File: src/rtl/mem_arbiter_if.sv
// Bundle between two requesters (instruction and data ports), the arbiter and
// one shared memory. The slave modport is the arbiter side; master is the environment side.
interface mem_arbiter_if #(
   parameter int ADDR_WIDTH = 16
);
   logic                  i_req;
   logic [ADDR_WIDTH-1:0] i_addr;
   logic [15:0]           i_rdata;
   logic                  i_done;
   logic                  d_req;
   logic                  d_wr;
   logic [ADDR_WIDTH-1:0] d_addr;
   logic [15:0]           d_wdata;
   logic [15:0]           d_rdata;
   logic                  d_done;
   logic                  mem_enable;
   logic                  mem_wr;
   logic [ADDR_WIDTH-1:0] mem_addr;
   logic [15:0]           mem_wdata;
   logic [15:0]           mem_rdata;
   logic                  busy;

   modport slave (
      input  i_req, i_addr, d_req, d_wr, d_addr, d_wdata, mem_rdata,
      output i_rdata, i_done, d_rdata, d_done,
      output mem_enable, mem_wr, mem_addr, mem_wdata, busy
   );

   modport master (
      output i_req, i_addr, d_req, d_wr, d_addr, d_wdata, mem_rdata,
      input  i_rdata, i_done, d_rdata, d_done,
      input  mem_enable, mem_wr, mem_addr, mem_wdata, busy
   );
endinterface

File: src/rtl/mem_arbiter.sv
// Two-port arbiter for one shared memory. Data port wins ties, but after two
// data grants in a row the waiting instruction port gets the next grant.
module mem_arbiter #(
   parameter int ADDR_WIDTH = 16,
   parameter int LATENCY    = 4
) (
   input  logic             clk,
   input  logic             rst_n,
   mem_arbiter_if.slave     bus
);

   typedef enum logic [1:0] {
      IDLE   = 2'd0,
      ACCESS = 2'd1,
      DONE   = 2'd2
   } state_t;

   localparam logic [3:0] LOAD_CNT   = 4'(LATENCY - 1);
   localparam logic [1:0] STREAK_MAX = 2'd2;

   state_t                r_state;
   state_t                w_state_next;
   logic [3:0]            r_cnt;
   logic [3:0]            w_cnt_next;
   logic [1:0]            r_streak;
   logic [1:0]            w_streak_next;
   logic                  r_owner_d;
   logic                  r_wr;
   logic [ADDR_WIDTH-1:0] r_addr;
   logic [15:0]           r_wdata;
   logic [15:0]           r_i_rdata;
   logic [15:0]           r_d_rdata;

   logic                  w_grant_d;
   logic                  w_grant_i;
   logic                  w_load;
   logic                  w_final;
   logic                  w_in_access;

   assign w_grant_d = bus.d_req && !(bus.i_req && (r_streak == STREAK_MAX));
   assign w_grant_i = bus.i_req && !w_grant_d;

   // NOTE: every signal written here gets a default first, so no path leaves it unassigned and no latch is inferred.
   always_comb begin
      w_state_next  = r_state;
      w_cnt_next    = r_cnt;
      w_streak_next = r_streak;
      w_load        = 1'b0;
      w_final       = 1'b0;
      unique case (r_state)
         IDLE: begin
            if (w_grant_d || w_grant_i) begin
               w_state_next = ACCESS;
               w_cnt_next   = LOAD_CNT;
               w_load       = 1'b1;
               if (w_grant_d && bus.i_req)
                  w_streak_next = (r_streak == STREAK_MAX) ? STREAK_MAX : r_streak + 2'd1;
               else
                  w_streak_next = 2'd0;
            end
         end
         ACCESS: begin
            if (r_cnt == 4'd0) begin
               w_state_next = DONE;
               w_final      = 1'b1;
            end else begin
               w_cnt_next = r_cnt - 4'd1;
            end
         end
         DONE:    w_state_next = IDLE;
         default: w_state_next = IDLE;
      endcase
   end

   // NOTE: sequential state uses non-blocking assignments so every register samples pre-edge values.
   always_ff @(posedge clk or negedge rst_n) begin
      if (!rst_n) begin
         r_state  <= IDLE;
         r_cnt    <= 4'd0;
         r_streak <= 2'd0;
      end else begin
         r_state  <= w_state_next;
         r_cnt    <= w_cnt_next;
         r_streak <= w_streak_next;
      end
   end

   // Request inputs are sampled only at the grant edge; later changes are ignored.
   always_ff @(posedge clk or negedge rst_n) begin
      if (!rst_n) begin
         r_owner_d <= 1'b0;
         r_wr      <= 1'b0;
         r_addr    <= '0;
         r_wdata   <= 16'd0;
         r_i_rdata <= 16'd0;
         r_d_rdata <= 16'd0;
      end else begin
         if (w_load) begin
            r_owner_d <= w_grant_d;
            r_wr      <= w_grant_d && bus.d_wr;
            r_addr    <= w_grant_d ? {bus.d_addr[ADDR_WIDTH-1:1], 1'b0}
                                   : {bus.i_addr[ADDR_WIDTH-1:1], 1'b0};
            r_wdata   <= bus.d_wdata;
         end
         if (w_final) begin
            if (!r_owner_d)
               r_i_rdata <= bus.mem_rdata;
            else
               r_d_rdata <= r_wr ? 16'd0 : bus.mem_rdata;
         end
      end
   end

   assign w_in_access    = (r_state == ACCESS);
   assign bus.mem_enable = w_in_access;
   assign bus.mem_wr     = w_final && r_wr;
   assign bus.mem_addr   = w_in_access ? r_addr  : '0;
   assign bus.mem_wdata  = w_in_access ? r_wdata : 16'd0;
   assign bus.i_done     = (r_state == DONE) && !r_owner_d;
   assign bus.d_done     = (r_state == DONE) && r_owner_d;
   assign bus.i_rdata    = r_i_rdata;
   assign bus.d_rdata    = r_d_rdata;
   assign bus.busy       = (r_state != IDLE);

endmodule

File: src/flat_wrapper.sv
// flat-port wrapper written by rule: the top's interface ports become plain ports
module mem_arbiter_flat 
#(
   parameter int ADDR_WIDTH = 16,
   parameter int LATENCY    = 4
)
  (clk, rst_n, bus_i_req, bus_i_addr, bus_d_req, bus_d_wr, bus_d_addr, bus_d_wdata, bus_mem_rdata, bus_i_rdata, bus_i_done, bus_d_rdata, bus_d_done, bus_mem_enable, bus_mem_wr, bus_mem_addr, bus_mem_wdata, bus_busy);
  mem_arbiter_if #(.ADDR_WIDTH(ADDR_WIDTH)) bus_i ();
  input  logic clk;
  input  logic rst_n;
  input wire logic [$bits(bus_i.i_req)-1:0] bus_i_req;
  input wire logic [$bits(bus_i.i_addr)-1:0] bus_i_addr;
  input wire logic [$bits(bus_i.d_req)-1:0] bus_d_req;
  input wire logic [$bits(bus_i.d_wr)-1:0] bus_d_wr;
  input wire logic [$bits(bus_i.d_addr)-1:0] bus_d_addr;
  input wire logic [$bits(bus_i.d_wdata)-1:0] bus_d_wdata;
  input wire logic [$bits(bus_i.mem_rdata)-1:0] bus_mem_rdata;
  output wire logic [$bits(bus_i.i_rdata)-1:0] bus_i_rdata;
  output wire logic [$bits(bus_i.i_done)-1:0] bus_i_done;
  output wire logic [$bits(bus_i.d_rdata)-1:0] bus_d_rdata;
  output wire logic [$bits(bus_i.d_done)-1:0] bus_d_done;
  output wire logic [$bits(bus_i.mem_enable)-1:0] bus_mem_enable;
  output wire logic [$bits(bus_i.mem_wr)-1:0] bus_mem_wr;
  output wire logic [$bits(bus_i.mem_addr)-1:0] bus_mem_addr;
  output wire logic [$bits(bus_i.mem_wdata)-1:0] bus_mem_wdata;
  output wire logic [$bits(bus_i.busy)-1:0] bus_busy;
  assign bus_i.i_req = bus_i_req;
  assign bus_i.i_addr = bus_i_addr;
  assign bus_i.d_req = bus_d_req;
  assign bus_i.d_wr = bus_d_wr;
  assign bus_i.d_addr = bus_d_addr;
  assign bus_i.d_wdata = bus_d_wdata;
  assign bus_i.mem_rdata = bus_mem_rdata;
  assign bus_i_rdata = bus_i.i_rdata;
  assign bus_i_done = bus_i.i_done;
  assign bus_d_rdata = bus_i.d_rdata;
  assign bus_d_done = bus_i.d_done;
  assign bus_mem_enable = bus_i.mem_enable;
  assign bus_mem_wr = bus_i.mem_wr;
  assign bus_mem_addr = bus_i.mem_addr;
  assign bus_mem_wdata = bus_i.mem_wdata;
  assign bus_busy = bus_i.busy;
  mem_arbiter #(.ADDR_WIDTH(ADDR_WIDTH), .LATENCY(LATENCY)) u_core (.clk(clk), .rst_n(rst_n), .bus(bus_i));
endmodule
File: config.mk
export PLATFORM = sky130hd
export DESIGN_NAME = mem_arbiter_flat
export DESIGN_NICKNAME = d
export VERILOG_FILES = /design/src/rtl/mem_arbiter_if.sv /design/src/rtl/mem_arbiter.sv /design/src/flat_wrapper.sv
export SDC_FILE = /design/constraint.sdc
export NUM_CORES = 1
export LEC_CHECK = 0
export ABC_AREA = 1
export CAP_MARGIN = 0
export CORE_MARGIN = 5
export CORE_UTILIZATION = 40
export CTS_CLUSTER_SIZE = 20
export DETAILED_ROUTE_END_ITERATION = 8
export GPL_TIMING_DRIVEN = 0
export PLACE_DENSITY = 0.78
export SYNTH_ARGS = -nofsm -noshare
export SYNTH_HDL_FRONTEND = slang
export SYNTH_SLANG_ARGS = --single-unit
File: constraint.sdc
create_clock -name clk -period 1.98 [get_ports clk]
set_input_delay 0.198 -clock clk [delete_from_list [all_inputs] [get_ports clk]]
set_output_delay 0.198 -clock clk [all_outputs]
set_load 0.03 [all_outputs]
==> results.md, run 1 <==
* Run status: finished, final reports clean
* Post-DRT Antenna Nets at 0
* CP arrival at 1.71 ns
* Max Fclk at 0.5234 GHz
* Fin. Hold Viols at 0
* Root Buffer: clkbuf_8
* Peak supply drop at 916.2 uV
* CTS tree: built
* Antenna violations before repair at 0
* Initial DRC Count at 99
* Vias in the first global route at 3231
* Total Routing Usage GR at 19.01%
* Final Skew at 0.007572 ns
* CP Launch Type: flip-flop
* Core region area at 8217 um^2
* CP Data Required Time at 1.78 ns
* RSZ-0062 raised after global routing: false
* Cell Pwr Density at 1784 nW/um^2
* Area Growth Syn to Fin at 46.82%
* Register area share after synthesis at 54.03%
* Max Transition Viols Final at 0
* Largest net degree at the start of global routing at 39
* Share of cells above drive strength 1 at 17.51%
* Internal at 0.004586 W
* Mapped cell area at 3381 um^2
* Worst-path maximum fanout at 3
* Post-Syn Instances at 400
* Via count at 3160
* Clock share of power at 13.5%
* Max capacitance violation total at 0
* Final hold slack at 0.3578 ns
* Post-synth cell types at 26
* Clk buf depth at 2
* Sw Ratio at 48.20%
* Routability congestion estimate at 0.8295
* WL/cell at 14.38 um
* Reg area at 1828 um^2
* CP endpoint kind: output pin
* First-pass iteration count of the detailed router at 4
* Post-layout net count at 622
* Initial Util at 41.15%
* Setup violators final at 0
* DIE AREA at 10390 um^2
* Die Span Y at 101.9 um
* Number of synthesis warnings at 0
* Leakage at 2.445 nW
* Cell family contributing the most delay on the critical path: buffers and inverters
* DRC Markers at 0
* Rows at 33
* Psw at 0.004268 W
* Mapped Nets at 473
* Crit Path Class: flip-flop to output pin
* Htree depth at 3
* DR vias/cell at 4.795
* Die X at 101.9 um
* CTS clk-pin slew, worst paths at 0.08 ns
* Minimum clock period at 1.910 ns
* Worst path bufs/invs at 2
* Combinational share of power at 56.9%
* Syn Area/Cell at 8.452 um^2
* Setup TNS at 0 ns
* Max stage delay cell, worst path: clkdlybuf4s50_1
* Port-buffer cells at 134
* Grt ovf at 0
* Multi-input logic area at 1271 um^2
* Worst-path cell chain: nor2_1, inv_1, clkdlybuf4s50_1
* Clock sink count at 73
* Post-DP HPWL at 7.140 mm
* Routed wire length at 9.479 mm
* Clock buffer count from CTS at 9
* Sequential share of power at 29.5%
* First-pass GRT wire length at 15.41 mm
* Yosys reg bits at 73
* Ant diodes at 0
* CP max stage delay at 0.63 ns
* IO Pins at 138
* Clock Latency Late Sink at 0.35 ns
* Min-delay worst type: input port to asynchronous set/reset pin
* Fillers at 755
* Final period util at 96.49%
layout by cell type (no fill, tap or decap), types with 2 or more instances in the layout:
master and n:
o21ai_0 50, nand2_4 2, nor2_1 53, dlygate4sd2_1 2, nor3_1 3, clkbuf_2 3
buf_6 4, o21ai_2 17, nor2_4 2, clkdlybuf4s50_1 99, clkbuf_8 9, inv_6 2
clkdlybuf4s18_2 2, ha_1 4, buf_2 35, nand3_1 19, dfrtp_1 72, clkinvlp_4 4
o21ai_1 4, inv_1 39, nand4_1 3, nand2_1 104, buf_4 7
cell usage after synthesis, drive strengths merged:
cell / number / area [um^2]
o21ai: 71 / 419.2
nand4: 3 / 18.77
nor2: 56 / 241.5
nor3: 3 / 15.01
ha: 4 / 50.05
clkbuf: 7 / 27.52
conb: 1 / 3.750
xor2: 1 / 8.760
clkinv: 2 / 7.510
nand2: 107 / 419.2
nand3: 19 / 95.09
buf: 12 / 91.33
dfrtp: 73 / 1827
inv: 41 / 156.4
registers in the layout (all words and copies together), names as in the netlist:
signal and flops:
u_core.r_addr 15, u_core.r_cnt 4, u_core.r_owner_d 1, u_core.r_wdata 16, u_core.bus.i_rdata 16, u_core.r_wr 1
u_core.r_state 2, u_core.r_streak 2, u_core.bus.d_rdata 16
worst paths after layout:
path | startpoint | to | slack (ns) | depth (start not counted)
min in group clk | bus_d_wdata[15] | u_core.r_wdata[15] | 0.41 | 3
worst max register to register | u_core.r_cnt[0] | u_core.bus.d_rdata[12] | 0.34 | 8
worst min-delay path | rst_n | u_core.bus.i_rdata[8] | 0.36 | 2
worst min register to register | u_core.bus.i_rdata[5] | u_core.bus.i_rdata[5] | 0.48 | 2
max in group asynchronous | rst_n | u_core.r_owner_d | 1.06 | 3
worst max-delay path | u_core.r_state[1] | bus_busy | 0.07 | 3
power groups by stage:
stage,clock [W],sequential [W],combinational [W]
floorplan,0,0.00322,0.00259
global placement,0,0.00261,0.00523
detailed placement,0,0.00263,0.00534
CTS,0.00122,0.00261,0.00527
global route,0.00129,0.00270,0.00553
finish,0.00120,0.00262,0.00504
stage by stage:
step                instance area (um^2)  utilization, %  worst slack, ns  total power, W  cells
floorplan                           3381               -           0.2259        0.005813    400
CTS                                 5115           62.25        0.0002949        0.009099    657
global route                        4964           60.41         0.005929        0.009521    659
finish                              4964           60.41          0.06956        0.008854    659
detailed placement                  4871           59.28          -0.2162        0.007970    640
global placement                    4853           59.07           -1.776        0.007841    639
area by class of cell:
cell class                 count  area share, %
sequential                    73          36.83
multi-input combinational    265          25.61
timing repair buffer         139          25.01
inverter                      43          3.403
tap                          105          2.647
clock buffer                   9          2.496
buffer                        18          2.420
clock inverter                 7          1.588
layer usage:
metal,vias up,GRT usage (%),routed length [um]
li1,1545,-,-
met1,1494,23.62,3956
met2,112,32.39,4627
met3,9,5.119,799
met4,0,6.054,95
met5,-,0,0
logic make-up after synthesis:
family / share of synthesized area [%]
buf+inv: 8.364
other cells: 0.1109
flops: 54.03
xor+xnor: 0.2591
fa+ha+maj: 1.480
simple gates: 23.35
compound gates: 12.40
what timing repair did:
action                                  4_1_cts  5_1_grt
hold buffers                                  1        0
endpoints found under the hold margin        35        0
resized for setup                           113       60
endpoints found under the setup margin       34       31
pin swaps                                     0        1
buffers inserted                              0        3
Power figures use the tool's default switching activity.
==> run 2, diff against run 1 <==
- CORE_UTILIZATION: 40 -> 45
- CTS_BUF_LIST: not set -> sky130_fd_sc_hd__clkbuf_4 sky130_fd_sc_hd__clkbuf_8
- PLACE_DENSITY: 0.78 -> 0.86
==> run 2 against run 1 <==
The flow now finishes with violations (negative hold slack). Utilization up 7.0 points. Die area decreased by 10%. Combinational power about the same. Cell count is 1.5% lower. Flip-flop and latch count is the same. Power fell by 0.78%. Clock power fell by 5%. Sequential power hardly changed. Wire length down 1.0%. Via count grew 1.0%. Highest routed layer unchanged.
==> results.md, run 2 (synthesis gave the netlist of run 1 again) <==
* Cell Pwr Density at 1788 nW/um^2 (was 1784 nW/um^2)
* Die Span Y at 96.68 um (was 101.9 um)
* DRC Markers at 0 (unchanged)
* Hold_buf cts at 0 (was 1)
* Post-DRT Antenna Nets at 0 (unchanged)
* Worst Tran Pin Value at 0.8832 ns
* Initial Util at 46.36% (was 41.15%)
* Combinational share of power at 57.2% (was 56.9%)
* CP Launch Type: flip-flop (unchanged)
* Psw at 0.004226 W (was 0.004268 W)
* Fin. Hold Viols at 43 (was 0)
* Htree depth at 3 (unchanged)
* CP max stage delay at 0.71 ns (was 0.63 ns)
* Placed Cells incl. Taps at 633 (was 640)
* Final Skew at 0.005973 ns (was 0.007572 ns)
* Max Transition Viols Final at 0 (unchanged)
* DIE AREA at 9346 um^2 (was 10390 um^2)
* Largest net degree at the start of global routing at 74 (was 39)
* Sw Ratio at 48.10% (was 48.20%)
* Clk buf depth at 2 (unchanged)
* Vias in the first global route at 3239 (was 3231)
* Setup violators final at 0 (unchanged)
* Ant diodes at 0 (unchanged)
* Max capacitance violation total at 0 (unchanged)
* Cell family contributing the most delay on the critical path: buffers and inverters (unchanged)
* Max Fclk at 0.5207 GHz (was 0.5234 GHz)
* Post-DP HPWL at 7.243 mm (was 7.140 mm)
* Total Routing Usage GR at 20.46% (was 19.01%)
* IO Pins at 138 (unchanged)
* CTS clk-pin slew, worst paths at 0.07 ns (was 0.08 ns)
* Port-buffer cells at 134 (unchanged)
* Clock Latency Late Sink at 0.34 ns (was 0.35 ns)
* Failing checks: negative hold slack
* Total Power at 0.008785 W (was 0.008854 W)
* Initial DRC Count at 147 (was 99)
* Worst-path cell chain: inv_1, nor3_1, clkdlybuf4s50_1 (was nor2_1, inv_1, clkdlybuf4s50_1)
* Share of cells above drive strength 1 at 16.73% (was 17.51%)
* Most common cell after layout, fill and taps aside: nand2_1 (unchanged)
* Clock share of power at 13.0% (was 13.5%)
* First-pass iteration count of the detailed router at 4 (unchanged)
* Rows at 31 (was 33)
* CP arrival at 1.72 ns (was 1.71 ns)
* RSZ-0062 raised after global routing: false (unchanged)
* Final period util at 97.00% (was 96.49%)
* First-pass GRT wire length at 15.84 mm (was 15.41 mm)
* Via count at 3192 (was 3160)
* Leakage at 2.420 nW (was 2.445 nW)
* CP Data Required Time at 1.78 ns (about the same)
* Max transition margin at 41.12%
* CTS tree: built (unchanged)
* Clock sink count at 73 (unchanged)
* Final hold slack at -0.01112 ns (was 0.3578 ns)
* Minimum clock period at 1.921 ns (was 1.910 ns)
* Sequential share of power at 29.8% (was 29.5%)
* Worst-path maximum fanout at 3 (unchanged)
* Root Buffer: clkbuf_8 (unchanged)
* Post-layout net count at 619 (was 622)
* Routability congestion estimate at 0.7682 (was 0.8295)
* Internal at 0.004559 W (was 0.004586 W)
* Non-filler instance count after layout at 649 (was 659)
* Crit Path Class: flip-flop to output pin (unchanged)
* Grt ovf at 0 (unchanged)
* Clock buffer count from CTS at 9 (unchanged)
* Most frequent cells in the layout: nand2_1, clkdlybuf4s50_1, dfrtp_1, nor2_1, o21ai_0 (unchanged)
* DR vias/cell at 4.918 (was 4.795)
* Max stage delay cell, worst path: clkdlybuf4s50_1 (unchanged)
* Worst path bufs/invs at 2 (unchanged)
* Min-delay worst type: input port to asynchronous set/reset pin (unchanged)
* Die X at 96.68 um (was 101.9 um)
* Peak supply drop at 952.6 uV (was 916.2 uV)
* WL/cell at 14.46 um (was 14.38 um)
* Core region area at 7292 um^2 (was 8217 um^2)
* Routed wire length at 9.382 mm (was 9.479 mm)
* Area Growth Syn to Fin at 45.37% (was 46.82%)
* Run status: complete, but fails checks (was finished, final reports clean)
* Antenna violations before repair at 0 (unchanged)
* CP endpoint kind: output pin (unchanged)
run 2: power groups by stage:
stage,Combinational [W],Clock (W),Sequential (W)
2_1_floorplan,0.00259,0,0.00322
3_3_place_gp,0.00520,0,0.00260
3_5_place_dp,0.00535,0,0.00264
4_1_cts,0.00518,0.00117,0.00261
5_1_grt,0.00547,0.00123,0.00270
6_report,0.00502,0.00114,0.00262
run 2: metrics by stage:
step           area (um^2)  setup WS (ns)  setup TNS (ns)  utilization (%)
2_1_floorplan         3381         0.2259               0                -
3_3_place_gp          4846         -1.705         -124.47            66.46
3_5_place_dp          4843        -0.2369         -0.8810            66.42
4_1_cts               5024      -0.007382       -0.007382            68.89
5_1_grt               4915       0.004946               0            67.40
6_report              4915        0.05943               0            67.40
run 2: final cells by class:
cell class | count | area, um^2
buffer | 19 | 126.4
sequential | 73 | 1828
fill | 617 | 2377
timing repair buffer | 135 | 1205
clock inverter | 5 | 56.30
tap | 99 | 123.9
clock buffer | 10 | 137.6
inverter | 43 | 166.4
multi-input combinational | 265 | 1271
run 2: timing repair:
item	in CTS	in global routing
gates cloned	0	0
endpoints found under the setup margin	33	30
resized for setup	59	54
setup buffers	1	0
run 2: final timing paths:
check / from / endpoint / slack (ns) / depth (start not counted)
max: u_core.r_state[1] / bus_i_done / 0.06 / 3
min: rst_n / u_core.bus.i_rdata[9] / -0.01 / 1
max reg2reg: u_core.r_cnt[0] / u_core.bus.d_rdata[12] / 0.30 / 8
min reg2reg: u_core.bus.i_rdata[4] / u_core.bus.i_rdata[4] / 0.48 / 2
max in group asynchronous: rst_n / u_core.r_owner_d / 1.39 / 1
min in group clk: bus_d_wdata[10] / u_core.r_wdata[10] / 0.42 / 3
run 2: per-layer routing:
layer / part of all wire [%] / up-vias / GRT usage [%]
met2: 50 / 119 / 33.70
li1: - / 1545 / -
met1: 42 / 1517 / 25.79
met4: 1.6 / 0 / 6.803
met5: 0 / - / 0
met3: 7.1 / 11 / 6.043
